--- src/rtl/seq_serial_byte_assembler.sv ---
// Serial frame assembler: collects DATA_W LSB-first bits plus a parity bit and
// presents the word on o_d with frame-complete (o_en_a) and parity-good (o_en_b) qualifiers.
module seq_serial_byte_assembler #(
    parameter int DATA_W     = 8,
    parameter int PARITY_ODD = 0,
    parameter int TIMEOUT    = 16,
    parameter int CNT_W      = 8
) (
    input  logic              i_clk,
    input  logic              i_rst,
    input  logic              i_start,
    input  logic              i_bit_valid,
    input  logic              i_bit_in,
    output logic [DATA_W-1:0] o_d,
    output logic              o_en_a,
    output logic              o_en_b,
    output logic              o_timeout_err,
    output logic              o_busy,
    output logic [CNT_W-1:0]  o_frame_cnt
);

    localparam int BC_W  = (DATA_W > 1) ? $clog2(DATA_W) : 1;
    localparam int GAP_W = (TIMEOUT > 0) ? $clog2(TIMEOUT + 1) : 1;

    localparam logic [BC_W-1:0]  BIT_LAST = BC_W'(DATA_W - 1);
    localparam logic [BC_W-1:0]  BC_ONE   = BC_W'(1);
    localparam logic [GAP_W-1:0] GAP_LAST = GAP_W'((TIMEOUT > 0) ? (TIMEOUT - 1) : 0);
    localparam logic [GAP_W-1:0] GAP_ONE  = GAP_W'(1);
    localparam logic [CNT_W-1:0] CNT_ONE  = CNT_W'(1);
    localparam logic             PAR_INIT = 1'(PARITY_ODD);

    typedef enum logic [1:0] {
        ST_IDLE   = 2'd0,
        ST_SHIFT  = 2'd1,
        ST_PARITY = 2'd2,
        ST_OUT    = 2'd3
    } state_t;

    state_t            r_state;
    state_t            w_state_nxt;
    logic [BC_W-1:0]   r_bit_cnt;
    logic [GAP_W-1:0]  r_gap;
    logic [DATA_W-1:0] r_shreg;
    logic              r_par;
    logic [DATA_W-1:0] r_d;
    logic              r_en_a;
    logic              r_en_b;
    logic              r_timeout_err;
    logic              r_busy;
    logic [CNT_W-1:0]  r_frame_cnt;
    logic              w_in_frame;
    logic              w_gap_hit;

    // Accumulated parity folded with the received parity bit must be zero.
    function automatic logic f_par_ok(input logic acc, input logic pbit);
        return ((acc ^ pbit) == 1'b0);
    endfunction

    assign w_in_frame = (r_state == ST_SHIFT) || (r_state == ST_PARITY);
    // A bit arriving in the same cycle wins over the timeout.
    assign w_gap_hit  = (TIMEOUT > 0) && w_in_frame && !i_bit_valid && (r_gap == GAP_LAST);

    // State register.
    always_ff @(posedge i_clk) begin
        if (i_rst) begin
            r_state <= ST_IDLE;
        end else begin
            r_state <= w_state_nxt;
        end
    end

    // Next-state decode.
    always_comb begin
        w_state_nxt = r_state;
        case (r_state)
            ST_IDLE: begin
                if (i_start) w_state_nxt = ST_SHIFT;
                else         w_state_nxt = ST_IDLE;
            end
            ST_SHIFT: begin
                if (w_gap_hit)                                  w_state_nxt = ST_IDLE;
                else if (i_bit_valid && (r_bit_cnt == BIT_LAST)) w_state_nxt = ST_PARITY;
                else                                            w_state_nxt = ST_SHIFT;
            end
            ST_PARITY: begin
                if (w_gap_hit)        w_state_nxt = ST_IDLE;
                else if (i_bit_valid) w_state_nxt = ST_OUT;
                else                  w_state_nxt = ST_PARITY;
            end
            ST_OUT:  w_state_nxt = ST_IDLE;
            default: w_state_nxt = ST_IDLE;
        endcase
    end

    // Datapath, counters and registered outputs.
    always_ff @(posedge i_clk) begin
        if (i_rst) begin
            r_bit_cnt     <= '0;
            r_gap         <= '0;
            r_shreg       <= '0;
            r_par         <= 1'b0;
            r_d           <= '0;
            r_en_a        <= 1'b0;
            r_en_b        <= 1'b0;
            r_timeout_err <= 1'b0;
            r_busy        <= 1'b0;
            r_frame_cnt   <= '0;
        end else begin
            r_en_a        <= (w_state_nxt == ST_OUT);
            r_en_b        <= (w_state_nxt == ST_OUT) && f_par_ok(r_par, i_bit_in);
            r_timeout_err <= w_gap_hit;
            r_busy        <= (w_state_nxt != ST_IDLE);
            if (w_state_nxt == ST_OUT) begin
                r_d         <= r_shreg;
                r_frame_cnt <= r_frame_cnt + CNT_ONE;
            end
            case (r_state)
                ST_IDLE: begin
                    if (i_start) begin
                        r_bit_cnt <= '0;
                        r_shreg   <= '0;
                        r_par     <= PAR_INIT;
                        r_gap     <= '0;
                    end
                end
                ST_SHIFT: begin
                    if (i_bit_valid) begin
                        r_shreg   <= {i_bit_in, r_shreg[DATA_W-1:1]};
                        r_par     <= r_par ^ i_bit_in;
                        r_bit_cnt <= r_bit_cnt + BC_ONE;
                        r_gap     <= '0;
                    end else begin
                        r_gap     <= r_gap + GAP_ONE;
                    end
                end
                ST_PARITY: begin
                    if (i_bit_valid) r_gap <= '0;
                    else             r_gap <= r_gap + GAP_ONE;
                end
                default: begin
                end
            endcase
        end
    end

    assign o_d           = r_d;
    assign o_en_a        = r_en_a;
    assign o_en_b        = r_en_b;
    assign o_timeout_err = r_timeout_err;
    assign o_busy        = r_busy;
    assign o_frame_cnt   = r_frame_cnt;

endmodule

--- config.mk ---
export PLATFORM = sky130hd
export DESIGN_NAME = seq_serial_byte_assembler
export DESIGN_NICKNAME = d
export VERILOG_FILES = /design/src/rtl/seq_serial_byte_assembler.sv
export SDC_FILE = /design/constraint.sdc
export NUM_CORES = 1
export LEC_CHECK = 0
export ABC_AREA = 1
export CAP_MARGIN = 20
export CORE_ASPECT_RATIO = 1.5
export CORE_MARGIN = 3
export CORE_UTILIZATION = 30
export CTS_CLUSTER_SIZE = 25
export DETAILED_ROUTE_END_ITERATION = 10
export GPL_ROUTABILITY_DRIVEN = 0
export PLACE_DENSITY = 0.59
export SETUP_SLACK_MARGIN = 0.4
export SLEW_MARGIN = 10
export SYNTH_ARGS = -nofsm -noshare
export SYNTH_HDL_FRONTEND = slang
export SYNTH_SLANG_ARGS = --single-unit
--- constraint.sdc ---
create_clock -name i_clk -period 2.16 [get_ports i_clk]
set_input_delay 0.432 -clock i_clk [delete_from_list [all_inputs] [get_ports i_clk]]
set_output_delay 0.432 -clock i_clk [all_outputs]
set_load 0.005 [all_outputs]
==> flow_summary.yaml <==
grt:
  grt_pass1_vias: 1514
  grt_pass1_wl_mm: 6.58
  grt_antenna_before_repair: 0
  grt_overflow_total: 0
  grt_max_degree: 19
  grt_usage_pct: 11.7
place:
  dp_hpwl_mm: 2.85
  dp_slack_ns: 0.165
  portBuffers: 24
synth:
  synth_nets: 260
  synth.ff_latch_count: 39
  yosys.area.top_type: "dfxtp_1"
  synthTopCellsByArea: "dfxtp_1 (43%), nand2_1 (11%), nor2_1 (10%)"
  syn_avg_cell_area_um2: 7.31
  synth.distinct_cells: 26
  netlist_area_um2: 1810
  ys_seq_area_share_pct: 43.2
  synth_top_area_share_pct: 43.2
  ys_warn_count: 0
  synthCells: 247
route:
  vias_per_cell: 4.65
  via_count: 1654
  drc: 0
  detail-route-antenna-nets: 0
  wl_mm: 4.32
  wl_per_cell_um: 12.1
  drt_iter0_markers: 72
  drt-pass1-iter-count: 4
clock_tree:
  cts_made_buffers: 5
  htree_levels: 2
  tritoncts: "yes"
  cts.sinks: 39
  clock_latency_ns: 0.29
  cts.reportedPaths.clkPinSlew_ns: 0.08
  cts-root-buf: "clkbuf_8"
  cts_buffer_depth: 2
floorplan:
  fp-row-count: 34
  dieWidth_um: 69.4
  core_area_um2: 5830
  start_util_pct: 31.0
  io_pins: 25
  die_area_um2: 7010
  die_h_um: 101
timing:
  final_hold_viol_count: 0
  fmax_ghz: 0.584
  layout_min_cycle_time_ns: 1.71
  slew_headroom_pct: 74.6
  period_share_pct: 79.3
  maxSlewViolCount: 0
  setup_viol: 0
  finalClockSkew_ns: 0.00667
  tightest_slew_ns: 0.380
  finalWorstSetupSlack_ns: 0.448
  finalSetupTns_ns: 0
  rsz0062_at_grt: "yes"
pwr:
  pwr-share-comb_pct: 8.6
  leakage_uw: 0.000906
  vdd_drop_max_mv: 0.375
  p_sw_share_pct: 21.9
  power_density_nw_per_um2: 642
  power.switching_uw: 348
  clockPowerShare_pct: 45.1
  seq_power_share_pct: 46.3
  p_int_uw: 1240
worst_setup_path:
  cp_max_fo: 6
  r2r_slack_ns: 0.45
  cp.arrival_ns: 1.94
  r2r.worst_path.cells: 11
  timing.rr.start: "r_gap[1]"
  critPathKind: "reg2reg"
  startpoint: "r_gap[1]"
  timing.rr.end: "o_frame_cnt[2]"
  start_kind: "register"
  cp-end-kind: "register"
  crit_required_ns: 2.38
outcome:
  status: "finished, final reports clean"
hold_path:
  hold_path_end: "r_shreg[0]"
  hold_path_depth: 2
  min_from: "r_shreg[0]"
  hold_path_class: "reg2reg"
cells_and_area:
  n_fill_cell: 591
  area_delta_synth_final_pct: 37.0
  drive_above_1_share_pct: 16.5
  fin_nets: 296
  antenna_cells: 0
job:
  drv_cap: 0
[layout make-up]
cell class	count	area [um2]	area share, %
multi-input cells	179	1020	41.4
inverters	22	85.1	3.44
flip-flops and latches	39	788	31.9
repair buffers	36	354	14.3
well taps	72	90.1	3.64
clock inverters	2	60.1	2.43
clock buffers	6	72.6	2.93
[power by group through the flow]
stage,sequential (uW),combinational [uW],clock (uW)
after floorplan,750,83.3,0
after global placement,750,114,0
after detailed placement,751,116,0
after CTS,734,119,739
after global routing,737,152,765
final,736,137,716
[sequential cells by signal, indices dropped and copies added, names as in the netlist]
name,cells
o_frame_cnt,8
o_d,8
r_bit_cnt,3
r_shreg,8
o_timeout_err,1
o_en_a,1
o_en_b,1
o_busy,1
r_gap,5
r_par,1
r_state,2
[critical path, cell delays in order, from the launching register on]
cell and delay (ns):
dfxtp_2 0.38, ha_4 0.15, inv_2 0.04, nor3_2 0.17, ha_2 0.22, nand3_4 0.12, nand2_4 0.12, nand2_8 0.09
buf_6 0.15, nand3b_1 0.08, nand2_1 0.06, nor2_1 0.07
[synth_stat cells]
cell type / instances
a211oi_1: 1
a21oi_1: 22
a22oi_2: 1
buf_2: 2
buf_4: 2
buf_6: 2
clkbuf_1: 3
clkinv_1: 1
dfxtp_1: 39
ha_1: 8
inv_1: 19
inv_2: 1
inv_4: 1
nand2_1: 52
nand2_2: 2
nand2_4: 1
nand3_1: 18
nand3_2: 1
nand3b_1: 11
nand4_1: 1
nor2_1: 48
nor3_1: 6
o21ai_0: 2
o21ai_2: 1
or2_0: 1
xnor2_1: 1
[metrics by stage]
stage | std cells | util [%] | area [um2] | hold WS [ns] | power [uW]
4_1_cts | 349 | 39.6 | 2310 | 0.472 | 1590
3_5_place_dp | 340 | 36.4 | 2120 | 0.460 | 866
3_3_place_gp | 340 | 36.4 | 2120 | 0.457 | 865
2_1_floorplan | 247 | - | 1810 | 0.439 | 833
5_1_grt | 356 | 42.5 | 2470 | 0.490 | 1650
6_report | 356 | 42.5 | 2470 | 0.471 | 1590
[per-layer routing]
| metal | track usage [%] | share of wire (%) |
|---|---|---|
| met3 | 2.99 | 2.5 |
| met5 | 0 | 0 |
| met4 | 6.77 | 3.0 |
| met1 | 12.3 | 43 |
| met2 | 20.9 | 51 |
[cell families after synthesis]
family / after synthesis / synth area share, %
AOI/OAI and AO/OA: 27 / 8.24
xor gates and xnor gates: 1 / 0.485
adders and majority gates: 8 / 5.54
buffers and inverters: 31 / 7.96
DFF: 39 / 43.2
and+or+nand+nor: 141 / 34.6
[worst max-delay path by stage]
stage | endpoint | slack [ns] | cells after the start
global placement | o_d[4] | 0.23 | 9
floorplan | o_frame_cnt[1] | 0.58 | 11
global route | o_d[1] | 0.32 | 11
CTS | o_frame_cnt[2] | 0.42 | 1
finish | o_frame_cnt[2] | 0.45 | 11
detailed placement | o_d[6] | 0.16 | 9
[repair_timing]
| action | CTS | global route |
|---|---|---|
| hold buffers | 0 | 0 |
| pin swaps | 1 | 11 |
| endpoints found under the setup margin | 16 | 18 |
| gates resized for setup | 11 | 22 |
| setup buffers | 1 | 5 |
| cloned | 0 | 2 |
[cells in the final DEF, fill, tap and decap left out]
cell type	n
nand2_2	1
ha_2	1
buf_6	3
clkbuf_1	1
nand2_8	5
dfxtp_4	1
nand4_1	1
nor2_1	46
nand3_1	17
inv_1	17
clkinv_1	1
inv_4	1
nor2_2	2
a21oi_1	19
a211oi_1	1
nand3_4	1
nand3_2	1
nor3_1	5
clkdlybuf4s50_1	24
a21oi_2	3
xnor2_1	1
buf_12	1
buf_4	8
ha_1	6
ha_4	1
or2_0	1
nand3b_1	11
dfxtp_1	35
nor3_2	1
o21ai_2	1
nand2_4	2
clkbuf_8	5
dfxtp_2	3
nand2_1	49
bufinv_16	2
o21ai_0	2
a22oi_2	1
inv_2	3
(Power assumes the default switching activity.)
